File: config.mk
export PLATFORM = sky130hd
export DESIGN_NAME = mmio_bus_arbiter
export DESIGN_NICKNAME = d
export VERILOG_FILES = /design/src/rtl/mmio_bus_arbiter.sv
export SDC_FILE = /design/constraint.sdc
export NUM_CORES = 1
export LEC_CHECK = 0
export ABC_AREA = 1
export BUFFER_PORTS_ARGS = -buffer_cell sky130_fd_sc_hd__buf_4
export CORE_UTILIZATION = 47
export CTS_CLUSTER_SIZE = 24
export DETAILED_ROUTE_END_ITERATION = 8
export GPL_TIMING_DRIVEN = 1
export PLACE_DENSITY = 0.81
export SETUP_SLACK_MARGIN = 0.5
export SLEW_MARGIN = 20
export SYNTH_ARGS = -nofsm -noshare
export SYNTH_HDL_FRONTEND = slang
export SYNTH_SLANG_ARGS = --single-unit
File: constraint.sdc
create_clock -name clk -period 5.98 [get_ports clk]
set_input_delay 1.794 -clock clk [delete_from_list [all_inputs] [get_ports clk]]
set_output_delay 1.794 -clock clk [all_outputs]
set_load 0.05 [all_outputs]
File: src/rtl/mmio_bus_arbiter.sv
// Two-master arbiter for the MMIO peripheral register block.
// Every transaction runs IDLE -> ACCESS -> DONE, and the slave bus is driven only during ACCESS.
module mmio_bus_arbiter #(
    parameter int unsigned ARB_MODE  = 0,
    parameter int unsigned MAX_WAIT  = 4,
    parameter logic [31:0] IDLE_ADDR = 32'h0000_0000
) (
    input  logic        clk,
    input  logic        rst,
    input  logic        m0_req,
    input  logic        m0_we,
    input  logic [3:0]  m0_be,
    input  logic [31:0] m0_addr,
    input  logic [31:0] m0_wdata,
    output logic        m0_ack,
    output logic [31:0] m0_rdata,
    input  logic        m1_req,
    input  logic        m1_we,
    input  logic [3:0]  m1_be,
    input  logic [31:0] m1_addr,
    input  logic [31:0] m1_wdata,
    output logic        m1_ack,
    output logic [31:0] m1_rdata,
    output logic        s_we,
    output logic [3:0]  s_be,
    output logic [31:0] s_addr,
    output logic [31:0] s_wdata,
    input  logic [31:0] s_rdata,
    output logic        gnt_id,
    output logic        busy
);

    typedef enum logic [1:0] {
        ST_IDLE,
        ST_ACCESS,
        ST_DONE
    } state_t;

    localparam logic [3:0] LP_MAX_WAIT = 4'(MAX_WAIT);

    state_t      r_state;
    logic        r_m0_ack;
    logic        r_m1_ack;
    logic [31:0] r_m0_rdata;
    logic [31:0] r_m1_rdata;
    logic        r_s_we;
    logic [3:0]  r_s_be;
    logic [31:0] r_s_addr;
    logic [31:0] r_s_wdata;
    logic        r_gnt_id;
    logic        r_busy;
    logic        r_last_grant;
    logic [3:0]  r_wait_cnt;

    logic        w_any_req;
    logic        w_pick_m1;
    logic        w_sel_we;
    logic [3:0]  w_sel_be;
    logic [31:0] w_sel_addr;
    logic [31:0] w_sel_wdata;

    always_comb begin
        w_any_req = m0_req | m1_req;
        if (ARB_MODE == 0) begin
            w_pick_m1 = m1_req & (~m0_req | ~r_last_grant);
        end else begin
            w_pick_m1 = m1_req & (~m0_req | (r_wait_cnt == LP_MAX_WAIT));
        end
        w_sel_we    = w_pick_m1 ? m1_we    : m0_we;
        w_sel_be    = w_pick_m1 ? m1_be    : m0_be;
        w_sel_addr  = w_pick_m1 ? m1_addr  : m0_addr;
        w_sel_wdata = w_pick_m1 ? m1_wdata : m0_wdata;
    end

    always_ff @(posedge clk or posedge rst) begin
        if (rst) begin
            r_state      <= ST_IDLE;
            r_m0_ack     <= 1'b0;
            r_m1_ack     <= 1'b0;
            r_m0_rdata   <= '0;
            r_m1_rdata   <= '0;
            r_s_we       <= 1'b0;
            r_s_be       <= '0;
            r_s_addr     <= IDLE_ADDR;
            r_s_wdata    <= '0;
            r_gnt_id     <= 1'b0;
            r_busy       <= 1'b0;
            r_last_grant <= 1'b1;
            r_wait_cnt   <= '0;
        end else begin
            unique case (r_state)
                ST_IDLE: begin
                    // Starvation counter only moves when m1 actually asks and loses.
                    if (!m1_req || w_pick_m1) begin
                        r_wait_cnt <= '0;
                    end else if (r_wait_cnt != LP_MAX_WAIT) begin
                        r_wait_cnt <= r_wait_cnt + 4'd1;
                    end
                    if (w_any_req) begin
                        r_s_we       <= w_sel_we;
                        r_s_be       <= w_sel_be;
                        r_s_addr     <= w_sel_addr;
                        r_s_wdata    <= w_sel_wdata;
                        r_gnt_id     <= w_pick_m1;
                        r_last_grant <= w_pick_m1;
                        r_busy       <= 1'b1;
                        r_state      <= ST_ACCESS;
                    end
                end
                ST_ACCESS: begin
                    if (!r_s_we) begin
                        if (r_gnt_id) begin
                            r_m1_rdata <= s_rdata;
                        end else begin
                            r_m0_rdata <= s_rdata;
                        end
                    end
                    r_m0_ack  <= ~r_gnt_id;
                    r_m1_ack  <= r_gnt_id;
                    r_s_we    <= 1'b0;
                    r_s_be    <= '0;
                    r_s_addr  <= IDLE_ADDR;
                    r_s_wdata <= '0;
                    r_state   <= ST_DONE;
                end
                ST_DONE: begin
                    r_m0_ack <= 1'b0;
                    r_m1_ack <= 1'b0;
                    r_busy   <= 1'b0;
                    r_state  <= ST_IDLE;
                end
                default: begin
                    r_state <= ST_IDLE;
                end
            endcase
        end
    end

    assign m0_ack   = r_m0_ack;
    assign m1_ack   = r_m1_ack;
    assign m0_rdata = r_m0_rdata;
    assign m1_rdata = r_m1_rdata;
    assign s_we     = r_s_we;
    assign s_be     = r_s_be;
    assign s_addr   = r_s_addr;
    assign s_wdata  = r_s_wdata;
    assign gnt_id   = r_gnt_id;
    assign busy     = r_busy;

endmodule
* After elaboration in Yosys (flattened, before gate mapping)
Cells that the tools add are included.
Widths: inputs -> output; s select.
** Storage, ports and cells
- Input port bits :: 174
- Word-level logic and storage cells :: 49
- Register bits :: 140
** Operators by class
- Equal/unequal tests :: 3
- Reduce and logical (&&, ||, !) cells :: 9
- Bitwise gates (word level) :: 7
- Mux-type cells :: 18
** Operators with widths (number)
- $mux 32 :: 4
- $pmux 32 s2 :: 2
- $mux 4 :: 2
- $pmux 1 s2 :: 4
- $pmux 4 s2 :: 1
- $reduce_and 2->1 :: 3
- $reduce_and 3->1 :: 2
- $reduce_bool 2->1 :: 3
- $not 1->1 :: 4
- $pmux 2 s2 :: 1
- $mux 1 :: 3
- $eq 2x1->1 const B :: 1
- $eq 2x2->1 const B :: 1
- $logic_not 2->1 :: 1
- $mux 2 :: 1
- $ne 2x2->1 const B :: 1
- $or 1x1->1 :: 2
- $and 1x1->1 :: 1

* Depth between registers and ports, before layout
- Depth after elaboration :: 6
- Depth in mapped cells :: 8

* Least setup slack after synthesis
Ideal clock, no wire load.
- Kind :: input -> register
- From :: input port m1_req
- To :: register r_s_addr[0], in the netlist s_addr[0]
- Buffers on the path :: 3
- Data arrival time :: 2.717 ns
- Data required time :: 5.914 ns
- Slack :: 3.197 ns
- Stages on the path :: 8
- Path through :: buf_2 -> nor2_4 -> nand2_2 -> o21ai_2 -> buf_6 -> buf_4 -> nand2_1 -> nand2_1
** Between the ends
- Longest elaborated chain between the ends :: 4
- Elaborated cells between the ends (all ways) :: 7
- Those cells by class :: eq/ne (1); mux (3); bitwise (2); reduce/logical (1)
** Ends and longest elaborated chain
- start: declaration :: line 17 : input logic m1_req,
- $and 1x1->1 :: line 65 : w_pick_m1 = m1_req & (~m0_req | ~r_last_grant);
- $mux 32 :: line 71 : w_sel_addr = w_pick_m1 ? m1_addr : m0_addr;
- $mux 32 :: line 99 : if (w_any_req) begin
- $pmux 32 s2 :: line 91 : unique case (r_state)
- end signal: assignment :: line 102 : r_s_addr <= w_sel_addr;
- end: declaration :: line 48 : logic [31:0] r_s_addr;
Parallel ways exist; a longest one is shown, timed or not. The select of a mux whose other input is x is not followed.
A chain may end at the register's enable or synchronous reset.

* Worst setup path after layout
- From :: input port m1_req
- To :: register r_s_wdata[2], in the netlist s_wdata[2]
** Between the ends
- Longest elaborated chain between the ends :: 4
- Elaborated cells between the ends (all ways) :: 7
- Those cells by class :: eq/ne (1); mux (3); bitwise (2); reduce/logical (1)
** Ends and longest elaborated chain
- $and 1x1->1 :: line 65
- $mux 32 :: line 72 : w_sel_wdata = w_pick_m1 ? m1_wdata : m0_wdata;
- $mux 32 :: line 99
- $pmux 32 s2 :: line 91
- end signal: assignment :: line 103 : r_s_wdata <= w_sel_wdata;
- end: declaration :: line 49 : logic [31:0] r_s_wdata;
Parallel ways exist; a longest one is shown, timed or not. The select of a mux whose other input is x is not followed.

==> results.md <==
Outcome:
- The flow ran to the end, and the final reports show no timing, DRC or antenna violations.

Timing:
- Summed over all failing endpoints, the final setup total negative slack is 0 ps.
- The number of hold violations in the final report is 0.
- The post-route clock period utilization is 0.569.
- The routed design could run at a clock period as short as 3400 ps.
- The final worst-path setup slack is between 2000 and 3000 ps.
- The measured slew at the worst slew-check pin is 767 ps.
- Between clock sinks in the finished design, the worst skew comes to between 8 and 9 ps.
- Setup repair after global routing left no endpoint under its margin.
- In this run the tightest slew margin relative to its limit is 0.489.
- The final count of pins violating max slew is 0.
- The highest attainable clock frequency is 294 MHz.
- Setup violations remaining at the end of the flow were counted as 0.

Setup path:
- On the critical path, the stage with the largest delay is an instance of sky130_fd_sc_hd__buf_4.
- In this run the worst setup path begins at m1_req.
- Walking the worst path, the cells encountered are buf_4 > nor2_4 > nor3_4 > buf_4 > nand3_1 > nand2_1.
- The cell repeated most along the worst path is sky130_fd_sc_hd__buf_4.
- The critical path arrival is between 3000 and 4000 ps.
- The critical path's largest stage delay is around 600 ps.
- The highest fanout seen on the critical path is 72.
- For the worst setup path, the data required time is 6330 ps.
- The critical path start-end classification is in -> reg.
- The beginning of the worst register-to-register path is r_state[0].
- STA classifies the critical path startpoint as an input port.
- The endpoint type of the worst setup path is a flip-flop.

Yosys:
- After synthesis the cells add up to 6520 um^2.
- The synthesized design contains 140 register bits.
- The post-synthesis net count is 977.
- The synthesized instance count is 799.
- The portion of the post-synthesis area used by sequential elements is 0.538.
- Of the post-synthesis cell area, the dominant cell type holds 0.534.
- Each instance of the synthesized netlist takes up on average 8.16 um^2.
- In the post-synthesis netlist, the biggest area contributors are sky130_fd_sc_hd__dfrtp_1, sky130_fd_sc_hd__nand2_1, sky130_fd_sc_hd__nand3b_1.
- The number of distinct standard cells referenced by the synthesized netlist is 19.
- The number of synthesis warnings is 0.
- The largest total area in the synthesized netlist belongs to sky130_fd_sc_hd__dfrtp_1.

Clocking:
- CTS saw 140 sinks.
- The number of buffers added to fix hold violations after cts is 0.
- The clock reaches the later pin of the worst-skew pair after 420 ps.
- The clock-pin transition on the worst setup and hold timing paths is approximately 60 ps.
- The depth of the CTS H-tree is 4.
- The number of gates resized after CTS was 0.
- The number of clock buffers added by TritonCTS is 17.
- No sink is reached through more buffers than the 2 on the longest clock path.
- Buffers added to address setup during post-CTS repair amount to 0.
- The CTS tree is yes.
- The tree is rooted in a sky130_fd_sc_hd__clkbuf_16.

Power:
- Across the VDD grid, the largest voltage drop is 0.367 mV.
- For this design the static power due to leakage is about 5.4 nW.
- The cell area power density is roughly 620 nW/um^2.

Layout:
- 0 antenna diodes ended up in the layout.
- The combined area of the multi-input logic cells is 2410 um^2.
- The count of filler cells inserted in the layout is 1083.
- The post-synthesis to final-layout area growth is 46.5%.
- The number of nets in the final layout is 1262.
- The finished cells cover 9550 um^2.
- Across the whole layout, storage elements account for around 3500 um^2.
- Leaving out fill and tap cells, the most frequent cells in the layout are sky130_fd_sc_hd__buf_4, sky130_fd_sc_hd__nand2_1, sky130_fd_sc_hd__dfrtp_1.
- The most common cell after layout, fill and taps aside is sky130_fd_sc_hd__buf_4.
- The ratio of cells with drive above 1 in the final layout is 0.326.

Route:
- The number of iterations in the first detailed-routing pass is 4.
- The post-detailed-route count of antenna-violating nets is 0.
- The first routing iteration left 473 violations.
- For this run, design rule violations remaining after detail routing come to 0.
- The mean number of vias per cell is slightly below 5.
- After detailed routing, the total wire length is 19200 um.
- The vias after detailed routing is 6268.
- The routed length per instance is between 15 and 20 um.

Die:
- The area of the die is 14300 um^2.
- The core area is 13400 um^2.
- The die outline height is 120 um.
- The initial core utilization is 0.486.
- The row count is 42.
- The width of the chip is roughly 120 um.
- about 310 I/O pins were placed.

Placed design:
- The cell area after placement is 8920 um^2.
- The count of input and output buffers is 310.
- Before CTS, the worst setup slack after placement is 2170 ps.
- Routability-driven placement finished with a final weighted congestion of 0.848.
- The half-perimeter wire length after placement is 13000 um.

GRT:
- After global routing the overflow that remains totals 0.
- The number of global-route vias before repair is 6146.
- The initial antenna violation count is 0.
- The first global-routing pass estimated ~31000 um of wire.
- The total track usage is 0.273.
- Entering global routing, the biggest net connects 141 pins.

Min path:
- In this run the most critical hold path is launched from s_wdata[24].
- The path class of the tightest hold or removal check is reg -> reg.

Flow run:
- Max-cap violations in this run came to 0.
## per-stage QoR
step	total power, W	instances	util	hold WS, ps
after floorplan	0.00379	799	-	454
after global placement	0.00474	1241	0.666	464
after detailed placement	0.00480	1241	0.666	467
after CTS	0.00592	1273	0.711	482
after global routing	0.00618	1273	0.712	493
final	0.00588	1273	0.712	478
## area by class of cell
| type | instances | area share |
|---|---|---|
| Timing Repair Buffer | 315 | 0.249 |
| Multi-Input combinational cell | 499 | 0.253 |
| Inverter | 111 | 0.0440 |
| Clock buffer | 17 | 0.0446 |
| Clock inverter | 15 | 0.0194 |
| Tap cell | 176 | 0.0231 |
| Sequential cell | 140 | 0.367 |
## synthesized netlist by cell type
cell and instances:
sky130_fd_sc_hd__dfstp_2 1, sky130_fd_sc_hd__buf_6 1, sky130_fd_sc_hd__nor2_4 1, sky130_fd_sc_hd__nand2_2 1, sky130_fd_sc_hd__nor3_4 1, sky130_fd_sc_hd__buf_4 3
sky130_fd_sc_hd__nand2_1 278, sky130_fd_sc_hd__o22ai_1 2, sky130_fd_sc_hd__nand3b_1 69, sky130_fd_sc_hd__ha_1 4, sky130_fd_sc_hd__nor2_1 1, sky130_fd_sc_hd__buf_2 14
sky130_fd_sc_hd__inv_2 1, sky130_fd_sc_hd__o21ai_0 69, sky130_fd_sc_hd__o21ai_2 1, sky130_fd_sc_hd__clkbuf_1 31, sky130_fd_sc_hd__inv_1 110, sky130_fd_sc_hd__dfrtp_1 139
sky130_fd_sc_hd__nand3_1 72
## critical path: cells and delay by family
| family | cells | cell delay, ps |
|---|---|---|
| simple gates | 4 | 690 |
| buf+inv | 2 | 1180 |
## registers in the layout, summed over array words and instances, names as in the netlist, 2 cells and up
signal / flops
m0_rdata: 32
m1_rdata: 32
r_state: 2
s_addr: 32
s_be: 4
s_wdata: 32
## logic make-up after synthesis
logic type / count (synthesis) / synth area share
adder cells (fa/ha/maj): 4 / 0.00768
buffers and inverters: 160 / 0.0977
AO/OA/AOI/OAI: 72 / 0.0562
AND/OR/NAND/NOR: 423 / 0.301
flip-flops: 140 / 0.538
## report_power, final
part | internal [W] | switching, W | leakage, nW
logic | 0.000883 | 0.00231 | 3.34
registers | 0.00137 | 0.000233 | 1.77
clock network | 0.000663 | 0.000426 | 0.295
## layer usage
layer / up-vias / track usage / share of wire
met1: 2936 / 0.324 / 0.40
met2: 229 / 0.464 / 0.51
met4: 0 / 0.131 / 0.035
met3: 48 / 0.0675 / 0.058
met5: - / 0 / 0
li1: 3055 / - / -
## path summary, 6_finish.rpt
path,slack [ps],end,cells after the start
min reg2reg,480,s_wdata[24],2
max,2580,s_wdata[2],6
min,480,s_wdata[24],2
max in group asynchronous,3810,m0_rdata[9],3
min in group asynchronous,1580,s_wdata[29],3
max reg2reg,3790,s_wdata[2],7
(Power assumes the default switching activity.)
